**src/rtl/clk_div_ctrl.sv**
```systemverilog
// clk_div_ctrl: runtime-programmable clock divider.
// Configuration arrives over a valid/ready handshake and only takes effect at
// a divided-period boundary, so clk_out never produces a runt pulse.
// Odd factors get a ~50% duty cycle by ORing in a negedge-delayed copy of the
// posedge-generated clock.
module clk_div_ctrl #(
    parameter int MAX_FACTOR = 16,
    parameter int W          = $clog2(MAX_FACTOR + 1)
) (
    input  logic         clk_in,
    input  logic         rst,
    input  logic         cfg_valid,
    output logic         cfg_ready,
    input  logic [W-1:0] cfg_factor,
    input  logic         cfg_enable,
    output logic         cfg_err,
    output logic         clk_out,
    output logic         tick,
    output logic [W-1:0] active_factor,
    output logic         running
);

    typedef enum logic [1:0] {
        IDLE  = 2'd0,
        RUN   = 2'd1,
        DRAIN = 2'd2
    } state_t;

    localparam logic [W-1:0] ONE     = W'(1);
    localparam logic [W-1:0] MIN_FAC = W'(2);
    localparam logic [W-1:0] MAX_FAC = W'(MAX_FACTOR);

    state_t         state_q, state_d;
    logic [W-1:0]   cnt_q, cnt_d;
    logic [W-1:0]   fac_q, fac_d;
    logic           pend_q, pend_d;
    logic [W-1:0]   pend_fac_q, pend_fac_d;
    logic           tick_q, tick_d;
    logic           err_q, err_d;
    logic           running_q, running_d;
    logic           clk_n_q, clk_n_d;

    logic           accept;
    logic           legal;
    logic           wrap;
    logic           clk_p;

    assign accept = cfg_valid && cfg_ready;
    assign legal  = (cfg_factor >= MIN_FAC) && (cfg_factor <= MAX_FAC);
    assign wrap   = (cnt_q == fac_q - ONE);

    // State register
    always_ff @(posedge clk_in) begin
        if (rst) state_q <= IDLE;
        else     state_q <= state_d;
    end

    // Next-state: enable leaves IDLE, disable drains the current period
    always_comb begin
        state_d = state_q;
        case (state_q)
            IDLE:    if (accept && cfg_enable && legal) state_d = RUN;
            RUN:     if (accept && !cfg_enable)         state_d = DRAIN;
            DRAIN:   if (wrap)                          state_d = IDLE;
            default: state_d = IDLE;
        endcase
    end

    // FSM outputs: one pending request at a time, nothing accepted while draining
    always_comb begin
        cfg_ready = 1'b0;
        case (state_q)
            IDLE:    cfg_ready = 1'b1;
            RUN:     cfg_ready = !pend_q;
            default: cfg_ready = 1'b0;
        endcase
    end

    // Datapath next values: period counter, factor load, pending request, pulses
    always_comb begin
        cnt_d      = cnt_q;
        fac_d      = fac_q;
        pend_d     = pend_q;
        pend_fac_d = pend_fac_q;
        err_d      = 1'b0;
        case (state_q)
            IDLE: begin
                if (accept && cfg_enable) begin
                    if (legal) begin
                        cnt_d = '0;
                        fac_d = cfg_factor;
                    end else begin
                        err_d = 1'b1;
                    end
                end
            end
            RUN: begin
                cnt_d = wrap ? '0 : cnt_q + ONE;
                // A pending factor swaps in exactly at the wrap; the request
                // accepted on this same edge (if any) waits for the next one.
                if (wrap && pend_q) begin
                    fac_d  = pend_fac_q;
                    pend_d = 1'b0;
                end
                if (accept && cfg_enable) begin
                    if (legal) begin
                        pend_d     = 1'b1;
                        pend_fac_d = cfg_factor;
                    end else begin
                        err_d = 1'b1;
                    end
                end
            end
            DRAIN: begin
                if (wrap) begin
                    cnt_d = '0;
                    fac_d = '0;
                end else begin
                    cnt_d = cnt_q + ONE;
                end
            end
            default: begin
                cnt_d = '0;
                fac_d = '0;
            end
        endcase
        running_d = (state_d != IDLE);
        tick_d    = running_d && (cnt_d == '0);
    end

    // Datapath registers
    always_ff @(posedge clk_in) begin
        if (rst) begin
            cnt_q      <= '0;
            fac_q      <= '0;
            pend_q     <= 1'b0;
            pend_fac_q <= '0;
            tick_q     <= 1'b0;
            err_q      <= 1'b0;
            running_q  <= 1'b0;
        end else begin
            cnt_q      <= cnt_d;
            fac_q      <= fac_d;
            pend_q     <= pend_d;
            pend_fac_q <= pend_fac_d;
            tick_q     <= tick_d;
            err_q      <= err_d;
            running_q  <= running_d;
        end
    end

    // High half of the period; cnt==F-1 is always in the low half, so factor
    // switches land while both clk_p and clk_n are low.
    assign clk_p   = running_q && (cnt_q < (fac_q >> 1));
    assign clk_n_d = rst ? 1'b0 : clk_p;

    // Half-cycle extension flop for odd factors
    always_ff @(negedge clk_in) begin
        clk_n_q <= clk_n_d;
    end

    assign clk_out       = clk_p | (fac_q[0] & clk_n_q);
    assign tick          = tick_q;
    assign cfg_err       = err_q;
    assign active_factor = fac_q;
    assign running       = running_q;

endmodule

```
**config.mk**
```make
export PLATFORM = sky130hd
export DESIGN_NAME = clk_div_ctrl
export DESIGN_NICKNAME = d
export VERILOG_FILES = /design/src/rtl/clk_div_ctrl.sv
export SDC_FILE = /design/constraint.sdc
export NUM_CORES = 1
export LEC_CHECK = 0
export ABC_AREA = 0
export CORE_MARGIN = 1
export CORE_UTILIZATION = 47
export CTS_CLUSTER_SIZE = 20
export DETAILED_ROUTE_END_ITERATION = 10
export PLACE_DENSITY = 0.78
export SETUP_SLACK_MARGIN = 0.02
export SLEW_MARGIN = 20
export SYNTH_ARGS = -nofsm -noshare
export SYNTH_HDL_FRONTEND = slang
export SYNTH_SLANG_ARGS = --single-unit
```
**constraint.sdc**
```tcl
create_clock -name clk_in -period 2.4 [get_ports clk_in]
set_input_delay 0.48 -clock clk_in [delete_from_list [all_inputs] [get_ports clk_in]]
set_output_delay 0.48 -clock clk_in [all_outputs]
set_load 0.02 [all_outputs]
```
# Yosys cells after proc, flatten, opt, wreduce, memory -nomap -nowiden
# Index checks and enable logic that the tools add are counted.
# totals
reg_bits	22
in_bits	9
output_inout_bits	10
# classes
add_sub_neg	2
n_lt_le_gt_ge	3
eq_ne	7
mux	18
bitwise_logic	4
n_reduce_logical	18
# op_table
operator	count
5-bit 2-to-1 mux	7
5-bit one-hot mux with 3 select lines	1
5-bit one-hot mux with 2 select lines	1
1-bit logical AND	8
2-bit != test, second input constant	4
2-bit 2-to-1 mux	3
2-bit one-hot mux with 3 select lines	1
5-bit by 1-bit adder with 5-bit output, second input constant	1
5-bit == test	1
5-bit by 2-bit >= comparator with 1-bit output, second input constant	1
5-bit less-or-equal comparator, second input constant	1
5-bit zero test	1
5-bit by 4-bit < comparator with 1-bit output	1
5-bit by 1-bit subtractor with 5-bit output, second input constant	1
1-bit 2-to-1 mux	4
4-bit AND reduction	1
2-bit OR reduction	2
3-bit AND reduction	1
3-bit OR reduction	1
2-bit by 1-bit == test with 1-bit output, second input constant	1
2-bit == test, second input constant	1
1-bit zero test	2
2-bit zero test	1
1-bit inverter	2
other kinds (4)	4

# Longest topological paths before layout
# depth
word_depth	9
ltp_mapped	8
depth_no_buf	8

==> impl_metrics.ini <==
[sta]
skew_ns = 0.06672
drv_slew = 0
worst_slack_ns = -0.1930
slew_headroom = 0.7607
finalSetupViolCount = 2
worstMarginPinSlew_ns = 0.3545
hold_viol = 0
rsz0062_at_grt = yes

[cells_and_area]
final_area_sq_um = 1832
fin_nets = 213
seqCellArea_sq_um = 449.2
antennaDiodeCount = 0
syn2layout_area_growth_pct = 32.01
multi_input_area_sq_um = 890.9
drive_above_1_share = 0.2784
fillCellCount = 226
post-route-util = 0.6586

[power]
p_int_uw = 621.4
sw_frac_of_total = 0.3066
switching_power_uw = 274.7
clkPwrFrac = 0.238
seq_power_share = 0.442
power_uw = 896.1
p_leak_nw = 0.7543
vdd_drop_max_mv = 0.3687
p_per_area_nw_per_um2 = 489.2
p_comb_frac = 0.320

[critical_path]
worstPathRequired_ns = 1.92
path_max_fanout = 1
start_kind = flip-flop
cp.arrival_ns = 2.11
crit_start = clk_n_q$_SDFF_NP0_
r2r_start = active_factor[2]$_SDFFE_PP0P_
rr_worst_depth = 7
path_class = reg2out
endpoint_kind = output port

[floorplan]
ioPinCount = 19
die_y_um = 56.34
core.rowCount = 19
core_sq_um = 2781
initial_core_util = 0.4989
die_x_um = 56.34
design.die.area_sq_um = 3174

[grt]
grt_pass1_wl_um = 5623
met3_usage = 0.02765
grt_pass1_vias = 1247
grt.overflow.total = 0
grt.busiest_layer = met2
grt_usage = 0.2271
grt_util_met1 = 0.2822
grt_max_degree = 14
antenna_found_initial = 0
met2_usage = 0.3878

[route]
via_per_inst = 5.876
drt-pass1-iter-count = 4
drt_drc_violations_left = 0
antenna_left = 0
wl_um = 3364
vias = 1322
drt_iter0_markers = 70
wire_per_inst_um = 14.95

[synth]
synthMostInstantiatedCell = dfxtp_1
yosys_warnings = 0
synth_fa_ha_area_frac = 0.08115
synth_cell_type_count = 46
ys.flop_type = dfxtp_1
yosysSeqAreaShare = 0.3174
yosys.area_share.simple = 0.1524
synth_mux_area_frac = 0.05050
yosys-top-cells-area = dfxtp_1 (32%), ha_1 (8.1%), mux2i_1 (5.0%)
synth_compound_area_frac = 0.2976
synth_cells = 154
avgSynthCellArea_sq_um = 9.010
synth_top_area_share = 0.3174
synth_area_sq_um = 1388
ys_ff_latch = 22
synth_top_family_by_area = compound AO/OA/AOI/OAI gates
async_flop_share = 0
synth_edf_count = 0
yosysTopAreaCell = dfxtp_1
synth_xor_area_frac = 0.03787
synth_commonest_cells = dfxtp_1 (22), inv_1 (13), nor2_1 (12)
synth_fp_nets = 172

[place]
io_buffers = 18
place_ws_ns = -0.2760
gp_congestion = 0.8775
dp_hpwl_um = 2461
place_area_sq_um = 1733

[clock_network]
htree_levels = 1
clock_latency_ns = 0.37
numCtsBuffers = 3
path_clk_slew_ns = 0.12
root_buffer = clkbuf_4
clock-sinks = 22
clockBufferDepth = 2
cts_hold_buf = 0
cts_tree = yes

[run]
drv_cap = 0

[min_path]
hold_path_depth = 2
hold_start = active_factor[3]$_SDFFE_PP0P_
worstHoldPathType = reg2reg

[run_status]
violations = setup timing
status = finished, violations left
## placed cells by master, fill, tap and decap left out, drive strengths merged, types with 2 or more instances in the layout
master,netlist,layout
nor2,14,14
nand3,4,4
inv,13,13
dfxtp,22,22
mux2i,7,7
and2,2,2
ha,9,9
xor2,2,2
nand2b,2,2
a21oi,7,7
a31oi,2,2
buf,3,25
clkdlybuf4s50,0,16
o211a,5,5
o21ai,7,7
o21a,2,2
nand2,9,9
xnor2,4,4
nor3,4,4
a211oi,5,5
clkbuf,4,5
or2,2,2
a22oi,9,9
## flip-flops by register name (all words and copies together) (netlist names)
name / flops
state_q: 2
clk_n_q: 1
running: 1
cfg_err: 1
pend_fac_q: 5
pend_q: 1
active_factor: 5
cnt_q: 5
tick: 1
## critical path, stage by stage (launching register included)
cell and delay [ns]:
dfxtp_2 0.30, nand2_1 0.05, nand2_1 0.06, buf_6 0.13
## through the flow
| stage | hold WS, ns | std cells | TNS (ns) |
|---|---|---|---|
| after floorplan | 0.4608 | 154 | -0.1309 |
| after detailed placement | 0.4752 | 215 | -0.4872 |
| after global placement | 0.4761 | 215 | -0.3323 |
| after global routing | 0.5241 | 225 | -0.3414 |
| after CTS | 0.4947 | 221 | -0.2048 |
| final | 0.4920 | 225 | -0.2075 |
## worst paths after layout
kind	to	slack (ns)
hold / removal	active_factor[3]$_SDFFE_PP0P_	0.49
hold reg to reg	active_factor[3]$_SDFFE_PP0P_	0.49
setup reg to reg	clk_n_q$_SDFF_NP0_	-0.01
setup / recovery	clk_out	-0.19
## power by group through the flow
stage          clock network (mW)  registers (mW)  logic (mW)
2_1_floorplan             0.00522           0.424       0.145
3_3_place_gp              0.00522           0.402       0.266
3_5_place_dp              0.00522           0.403       0.272
4_1_cts                     0.215           0.395       0.277
5_1_grt                     0.233           0.398       0.310
6_report                    0.213           0.396       0.287
## repair_timing
action,in CTS,in global routing
pin swaps,6,3
resized for setup,8,5
setup buffers,2,4
endpoints found under the setup margin,3,9
## logic make-up after synthesis
logic type,count (synthesis)
mux,7
fa+ha+maj,9
simple gates,42
flops,22
compound gates,48
xor+xnor,6
buf+inv,20
## cell type report
| cell class | instances | share of cell area |
|---|---|---|
| inverters | 12 | 0.02596 |
| repair buffers | 43 | 0.1995 |
| clock buffers | 4 | 0.01981 |
| well taps | 31 | 0.02117 |
| flip-flops and latches | 22 | 0.2452 |
| multi-input cells | 112 | 0.4863 |
| clock inverters | 1 | 0.002049 |
## layer usage
layer	wire [um]	vias to the layer above	share of wire
met1	1506	636	0.45
met4	70	0	0.021
met5	0	-	0
met2	1644	44	0.49
met3	143	6	0.043
li1	-	636	-
Power figures use the tool's default switching activity.
